### config.mk
export PLATFORM = sky130hd
export DESIGN_NAME = bcd_updown_counter_n
export DESIGN_NICKNAME = d
export VERILOG_FILES = /design/src/rtl/bcd_updown_counter_n.sv
export SDC_FILE = /design/constraint.sdc
export NUM_CORES = 1
export LEC_CHECK = 0
export BUFFER_PORTS_ARGS = -buffer_cell sky130_fd_sc_hd__buf_2
export CORE_MARGIN = 5
export CORE_UTILIZATION = 47
export CTS_CLUSTER_DIAMETER = 40
export DETAILED_ROUTE_END_ITERATION = 8
export PLACE_DENSITY = 0.73
export SYNTH_ARGS = -nofsm -noshare
export SYNTH_HDL_FRONTEND = slang
export SYNTH_SLANG_ARGS = --single-unit
### constraint.sdc
create_clock -name Clk -period 1.7 [get_ports Clk]
set_input_delay 0.255 -clock Clk [delete_from_list [all_inputs] [get_ports Clk]]
set_output_delay 0.255 -clock Clk [all_outputs]
set_load 0.05 [all_outputs]
### src/rtl/bcd_updown_counter_n.sv
// N-digit BCD up/down counter with pause, MIN/MAX limits, wrap or saturate, and a terminal-count pulse.
// Optional parallel load (Load, LoadVal, LoadErr) is built only when the LOAD_EN macro is defined.
module bcd_updown_counter_n #(
    parameter int unsigned DIGITS  = 2,
    parameter int unsigned MAX_VAL = 99,
    parameter int unsigned MIN_VAL = 0,
    parameter bit          WRAP    = 1'b1
) (
    input  logic                Clk,
    input  logic                Rst_n,
    input  logic                UpOrDown,
    input  logic                pause,
`ifdef LOAD_EN
    input  logic                Load,
    input  logic [4*DIGITS-1:0] LoadVal,
    output logic                LoadErr,
`endif
    output logic [4*DIGITS-1:0] Count,
    output logic                Tc,
    output logic                AtMax,
    output logic                AtMin
);

    localparam int unsigned W = 4 * DIGITS;

    function automatic longint unsigned pow10(input int unsigned n);
        longint unsigned r;
        r = 1;
        for (int i = 0; i < int'(n); i++) begin
            r = r * 10;
        end
        return r;
    endfunction

    function automatic logic [W-1:0] to_bcd(input int unsigned val);
        logic [W-1:0] res;
        int unsigned  rem;
        res = '0;
        rem = val;
        for (int i = 0; i < int'(DIGITS); i++) begin
            res[4*i +: 4] = 4'(rem % 10);
            rem = rem / 10;
        end
        return res;
    endfunction

    // Illegal parameter sets stop elaboration rather than producing a broken counter.
    if (DIGITS < 1 || DIGITS > 8) begin : g_bad_digits
        $error("bcd_updown_counter_n: DIGITS must be in 1..8");
    end
    if (MIN_VAL >= MAX_VAL) begin : g_bad_order
        $error("bcd_updown_counter_n: MIN_VAL must be below MAX_VAL");
    end
    if (longint'(MAX_VAL) > pow10(DIGITS) - 1) begin : g_bad_max
        $error("bcd_updown_counter_n: MAX_VAL does not fit in DIGITS BCD digits");
    end

    localparam logic [W-1:0] MAX_BCD = to_bcd(MAX_VAL);
    localparam logic [W-1:0] MIN_BCD = to_bcd(MIN_VAL);

    logic [W-1:0] count_q;
    logic [W-1:0] count_d;
    logic [W-1:0] count_inc;
    logic [W-1:0] count_dec;
    logic         tc_q;
    logic         tc_d;
    logic         at_max;
    logic         at_min;

    assign at_max = (count_q == MAX_BCD);
    assign at_min = (count_q == MIN_BCD);

    // Ripple carry/borrow across all digits within a single cycle; digits only ever wrap 9<->0.
    always_comb begin : bcd_step
        logic carry;
        logic borrow;
        count_inc = count_q;
        count_dec = count_q;
        carry     = 1'b1;
        borrow    = 1'b1;
        for (int i = 0; i < int'(DIGITS); i++) begin
            if (carry) begin
                if (count_q[4*i +: 4] == 4'd9) begin
                    count_inc[4*i +: 4] = 4'd0;
                end else begin
                    count_inc[4*i +: 4] = count_q[4*i +: 4] + 4'd1;
                    carry = 1'b0;
                end
            end
            if (borrow) begin
                if (count_q[4*i +: 4] == 4'd0) begin
                    count_dec[4*i +: 4] = 4'd9;
                end else begin
                    count_dec[4*i +: 4] = count_q[4*i +: 4] - 4'd1;
                    borrow = 1'b0;
                end
            end
        end
    end

`ifdef LOAD_EN
    logic load_digits_ok;
    logic load_ok;
    logic err_q;
    logic err_d;

    always_comb begin
        load_digits_ok = 1'b1;
        for (int i = 0; i < int'(DIGITS); i++) begin
            if (LoadVal[4*i +: 4] > 4'd9) begin
                load_digits_ok = 1'b0;
            end
        end
    end

    // With every digit valid, BCD ordering matches numeric ordering, so plain vector compares suffice.
    assign load_ok = load_digits_ok
                   && ((LoadVal > MIN_BCD) || (LoadVal == MIN_BCD))
                   && ((LoadVal < MAX_BCD) || (LoadVal == MAX_BCD));
`endif

    always_comb begin
        count_d = count_q;
        tc_d    = 1'b0;
`ifdef LOAD_EN
        err_d   = 1'b0;
        if (Load) begin
            if (load_ok) begin
                count_d = LoadVal;
            end else begin
                err_d = 1'b1;
            end
        end else
`endif
        if (!pause) begin
            if (UpOrDown) begin
                if (at_max) begin
                    if (WRAP) begin
                        count_d = MIN_BCD;
                        tc_d    = 1'b1;
                    end
                end else begin
                    count_d = count_inc;
                end
            end else begin
                if (at_min) begin
                    if (WRAP) begin
                        count_d = MAX_BCD;
                        tc_d    = 1'b1;
                    end
                end else begin
                    count_d = count_dec;
                end
            end
        end
    end

    always_ff @(posedge Clk) begin
        if (!Rst_n) begin
            count_q <= MIN_BCD;
            tc_q    <= 1'b0;
`ifdef LOAD_EN
            err_q   <= 1'b0;
`endif
        end else begin
            count_q <= count_d;
            tc_q    <= tc_d;
`ifdef LOAD_EN
            err_q   <= err_d;
`endif
        end
    end

    assign Count = count_q;
    assign Tc    = tc_q;
    assign AtMax = at_max;
    assign AtMin = at_min;
`ifdef LOAD_EN
    assign LoadErr = err_q;
`endif

endmodule

== After elaboration in Yosys (flattened, before gate mapping) ==
Index checks and enable logic that the tools add are counted.

* Register bits after elaboration: 9
* Bits of input ports: 4
* Logic and storage cells: 33
* Output and inout bits: 11

* Reduce and logical (&&, ||, !) cells: 6
* Mux-type cells: 14
* Bitwise gates (word level): 2
* Equality and inequality tests: 4
* $add $sub $neg: 4

{| class="wikitable"
|+ Operators with widths
! operator !! number
|-
| $mux 4 || 6
|-
| $mux 8 || 3
|-
| $add 4x1->4 const B || 2
|-
| $eq 4x4->1 const B || 2
|-
| $eq 8x8->1 const B || 1
|-
| $logic_not 4->1 || 2
|-
| $logic_not 8->1 || 1
|-
| $sub 4x1->4 const B || 2
|-
| $mux 1 || 5
|-
| $ne 3x1->1 const B || 1
|-
| $reduce_and 3->1 || 1
|-
| $reduce_bool 3->1 || 1
|-
| $not 1->1 || 2
|-
| $reduce_or 2->1 || 1
|}

== Logic depth before layout (Yosys ltp) ==
* Word-level depth: 5
* Mapped depth: 6

== Worst setup path before layout ==
Ideal clock, no wire load.

* Kind: register -> register
* Start point: register count_q[0], in the netlist Count[0]
* End point: register tc_q, in the netlist Tc
* Path buffers: 0
* Stages on the path, launching flop included: 6
* Path slack: -1.642 ns
* Data arrival time: 3.259 ns
* Data required time: 1.617 ns
* Path through: dfxtp_1 -> ha_1 -> nand3b_1 -> nor4b_1 -> mux2i_1 -> nor3_1

* Longest elaborated chain between the ends: 3

{| class="wikitable"
|+ RTL lines
! item !! line !! RTL
|-
| from (decl) || 61 || <nowiki>logic [W-1:0] count_q;</nowiki>
|-
| from (signal assigned) || 166 || <nowiki>count_q <= count_d;</nowiki>
|-
| $eq 8x8->1 || 70 || <nowiki>assign at_max = (count_q == MAX_BCD);</nowiki>
|-
| via AtMax || 20 || <nowiki>output logic AtMax,</nowiki>
|-
| $mux 1 || 137 || <nowiki>if (at_max) begin</nowiki>
|-
| $mux 1 || 136 || <nowiki>if (UpOrDown) begin</nowiki>
|-
| to (signal assigned) || 167 || <nowiki>tc_q <= tc_d;</nowiki>
|-
| to (decl) || 65 || <nowiki>logic tc_q;</nowiki>
|}

The timed path passes the listed nets, and every way through them passes these cells.
A chain may end at the register's enable or synchronous reset.

== Final worst setup path ==
* Start point: register count_q[0], in the netlist Count[0]
* End point: output AtMin

* Longest elaborated chain between the ends: 1

{| class="wikitable"
|+ RTL lines
! item !! line !! RTL
|-
| $logic_not 8->1 || 71 || <nowiki>assign at_min = (count_q == MIN_BCD);</nowiki>
|-
| to (decl) || 21 || <nowiki>output logic AtMin</nowiki>
|}

Every way passes these cells.

==> results.json <==
{
  "outcome": "finished, violations left",
  "violations": "negative setup slack",
  "fillers": 113,
  "final_util": 0.726,
  "start_util": 0.486,
  "rsz0062_at_grt": "yes",
  "routed_via_density": 6.07,
  "ys_types": 39,
  "die_x_um": 49.0,
  "worstMarginPinSlew_ps": 344,
  "ys.warnings.count": 0,
  "die_h_um": 49.0,
  "setup_violations": 4,
  "htreeDepth": 1,
  "power_density_nw_per_um2": 749,
  "drv_slew": 0,
  "required_ps": 1440,
  "leakage_nw": 0.449,
  "avgSynthCellArea_um2": 7.78,
  "hp-class": "primary input to register",
  "ys_ff_latch": 9,
  "synth_top_flop_cell": "dfxtp_1",
  "synth_top_area_cell": "dfxtp_1",
  "hold_buffers": 0,
  "area_growth_pct": 49.3,
  "cts_tree": "built",
  "synth.net_count": 99,
  "grt_pass1_wl_um": 3570,
  "gp_congestion": 0.803,
  "cts_sinks": 9,
  "path_cells": "inv_4, ha_4, or3b_4, nor3_4, buf_6",
  "route.detailed.drc": 0,
  "clk_pin_slew_worst_paths_ps": 70,
  "first_pass_iters": 4,
  "crit_path_end": "AtMin",
  "async_reset_ff_frac": 0,
  "synth_edf_count": 0,
  "cts_buffer_depth": 2,
  "register_area_um2": 198,
  "drt-initial-drc-count": 56,
  "root_buffer": "clkbuf_4",
  "syn_area_um2": 716,
  "cp_slowest_stage_delay_ps": 390,
  "placementRows": 14,
  "numPortBuffers": 14,
  "min_from": "Rst_n",
  "cp-startpoint": "Count[0]$_SDFFE_PN0N_",
  "ys_seq_area_frac": 0.252,
  "fin_crit_sh": 1.06,
  "r2r-start": "Count[0]$_SDFFE_PN0N_",
  "detailed_place_hpwl_um": 1420,
  "hold_violations": 0,
  "netlist_instances": 92,
  "cp.arrival_ps": 1550,
  "fin_crit_ps": 1800,
  "grt_antenna_before_repair": 0,
  "ioPinCount": 15,
  "synth_top_area_frac": 0.252,
  "wl_per_cell_um": 15.8,
  "max_slew_margin": 0.770,
  "start_kind": "register",
  "drt-total-wl_um": 2210,
  "fmax_mhz": 555,
  "final_nets": 132,
  "cts_buffers": 3,
  "diodes": 0,
  "dp_slack_ps": 50.8,
  "worst_slack_ps": -102,
  "critical_path_class": "register to output pin",
  "cp_max_fo": 4,
  "coreArea_um2": 1470,
  "ant_nets": 0,
  "reg2reg_to": "Count[4]$_SDFFE_PN0P_",
  "r2r_cells": 9,
  "timing.reg2reg.setup_slack_ps": -60,
  "synth_area_leaders": "dfxtp_1, ha_1, nor3_1",
  "fp.dieArea_um2": 2400,
  "clock_latency_ps": 270,
  "end_kind": "output pin",
  "grt_max_degree": 13,
  "clock_skew_ps": 2.11,
  "track_usage": 0.190,
  "maxCapViolations": 0,
  "peakVddDrop_v": 0.000583,
  "multi_input_area_um2": 539,
  "grt_pass1_vias": 735,
  "grt_overflow": 0,
  "vias": 850,
  "drive_gt1_frac": 0.476,
  "cp_slowest_cell": "or3b_4"
}
-- how the worst min path moves through the flow --
stage / end / cells past startpoint / slack (ps)
after floorplan: Count[3]$_SDFFE_PN0N_ / 1 / 370
after global placement: Count[3]$_SDFFE_PN0N_ / 2 / 520
after detailed placement: Count[3]$_SDFFE_PN0N_ / 2 / 520
after CTS: Count[3]$_SDFFE_PN0N_ / 2 / 250
after global routing: Count[3]$_SDFFE_PN0N_ / 2 / 250
final: Count[7]$_SDFFE_PN0P_ / 3 / 250
-- state kept, by name (all words and copies together) (netlist names) --
| signal | count |
|---|---|
| Count | 8 |
| Tc | 1 |
-- Yosys cell counts (all sizes together), types with 3 or more instances --
master	n
a31oi	3
o21ai	6
clkbuf	3
nor2	7
a21oi	5
nand2	3
inv	7
ha	3
nor3	7
nor2b	3
buf	4
dfxtp	9
-- timing repair --
action                                  4_1_cts  5_1_grt
setup buffers                                 7        7
gates cloned                                  0        0
gates resized for setup                       4        9
pin swaps                                     5       10
endpoints found under the setup margin        2        6
-- report_power, final --
group / leakage [nW] / switching, mW / internal, mW
Clock: 0.0150 / 0.0930 / 0.0909
Combinational: 0.356 / 0.205 / 0.158
Sequential: 0.0778 / 0.0254 / 0.228
Total: 0.449 / 0.323 / 0.477
-- cell type report --
type	instances	area share
Tap cell	16	0.0187
Multi-Input combinational cell	69	0.505
Clock buffer	4	0.0246
Inverter	7	0.0316
Timing Repair Buffer	35	0.235
Sequential cell	9	0.185
-- worst max-delay path: cells and delay by family (launching register included) --
kind / cells / cell delay [ps]
flops: 1 / 370
buf+inv: 2 / 250
simple gates: 2 / 540
fa+ha+maj: 1 / 120
-- layer usage --
| metal | part of all wire | wire, µm | up-vias | GRT usage |
|---|---|---|---|---|
| li1 | - | - | 405 | - |
| met1 | 0.46 | 1030 | 400 | 0.258 |
| met2 | 0.45 | 985 | 39 | 0.274 |
| met3 | 0.068 | 149 | 6 | 0.0489 |
| met4 | 0.020 | 44 | 0 | 0.0897 |
| met5 | 0 | 0 | - | 0 |
-- cell usage in the layout, fill, tap and decap left out, drive strengths merged --
master | synthesis | final
a211oi | 2 | 2
a32o | 1 | 1
clkbuf | 3 | 4
a21boi | 1 | 1
a21oi | 5 | 5
inv | 7 | 7
nand3 | 2 | 2
nor3 | 7 | 7
a221oi | 1 | 1
a31oi | 3 | 3
a21o | 1 | 1
a311oi | 1 | 1
nor2b | 3 | 3
nand2b | 1 | 1
o211ai | 1 | 1
or3b | 2 | 2
o32ai | 1 | 1
nand3b | 2 | 2
o21bai | 1 | 1
nor4b | 2 | 2
mux2i | 2 | 2
xnor2 | 2 | 2
a2111oi | 1 | 1
buf | 4 | 35
o311a | 1 | 1
or2 | 1 | 1
nand2 | 3 | 3
or3 | 1 | 1
nor2 | 7 | 7
o21ai | 6 | 6
ha | 3 | 3
nand4 | 2 | 2
o31a | 1 | 1
dfxtp | 9 | 9
and2 | 1 | 1
o2bb2ai | 1 | 1
-- logic make-up (layout without fill, tap and decap cells) --
family | count (synthesis) | after routing | share of synthesized area
and+or+nand+nor | 34 | 34 | 0.275
AOI/OAI and AO/OA | 28 | 28 | 0.288
buffers and inverters | 14 | 46 | 0.0804
DFF | 9 | 9 | 0.252
adders and majority gates | 3 | 3 | 0.0525
xor gates and xnor gates | 2 | 2 | 0.0245
muxes | 2 | 2 | 0.0280
-- through the flow --
step / power, mW / cell area [µm²] / hold slack (ps) / setup TNS [ps] / instances
floorplan: 0.488 / 800 / 373 / -169 / 92
global placement: 0.548 / 898 / 519 / 0 / 122
detailed placement: 0.551 / 898 / 525 / 0 / 122
CTS: 0.751 / 990 / 246 / -265 / 133
global route: 0.845 / 1070 / 249 / -767 / 140
finish: 0.800 / 1070 / 249 / -258 / 140
Note: power is estimated with default switching activity, not from simulation.
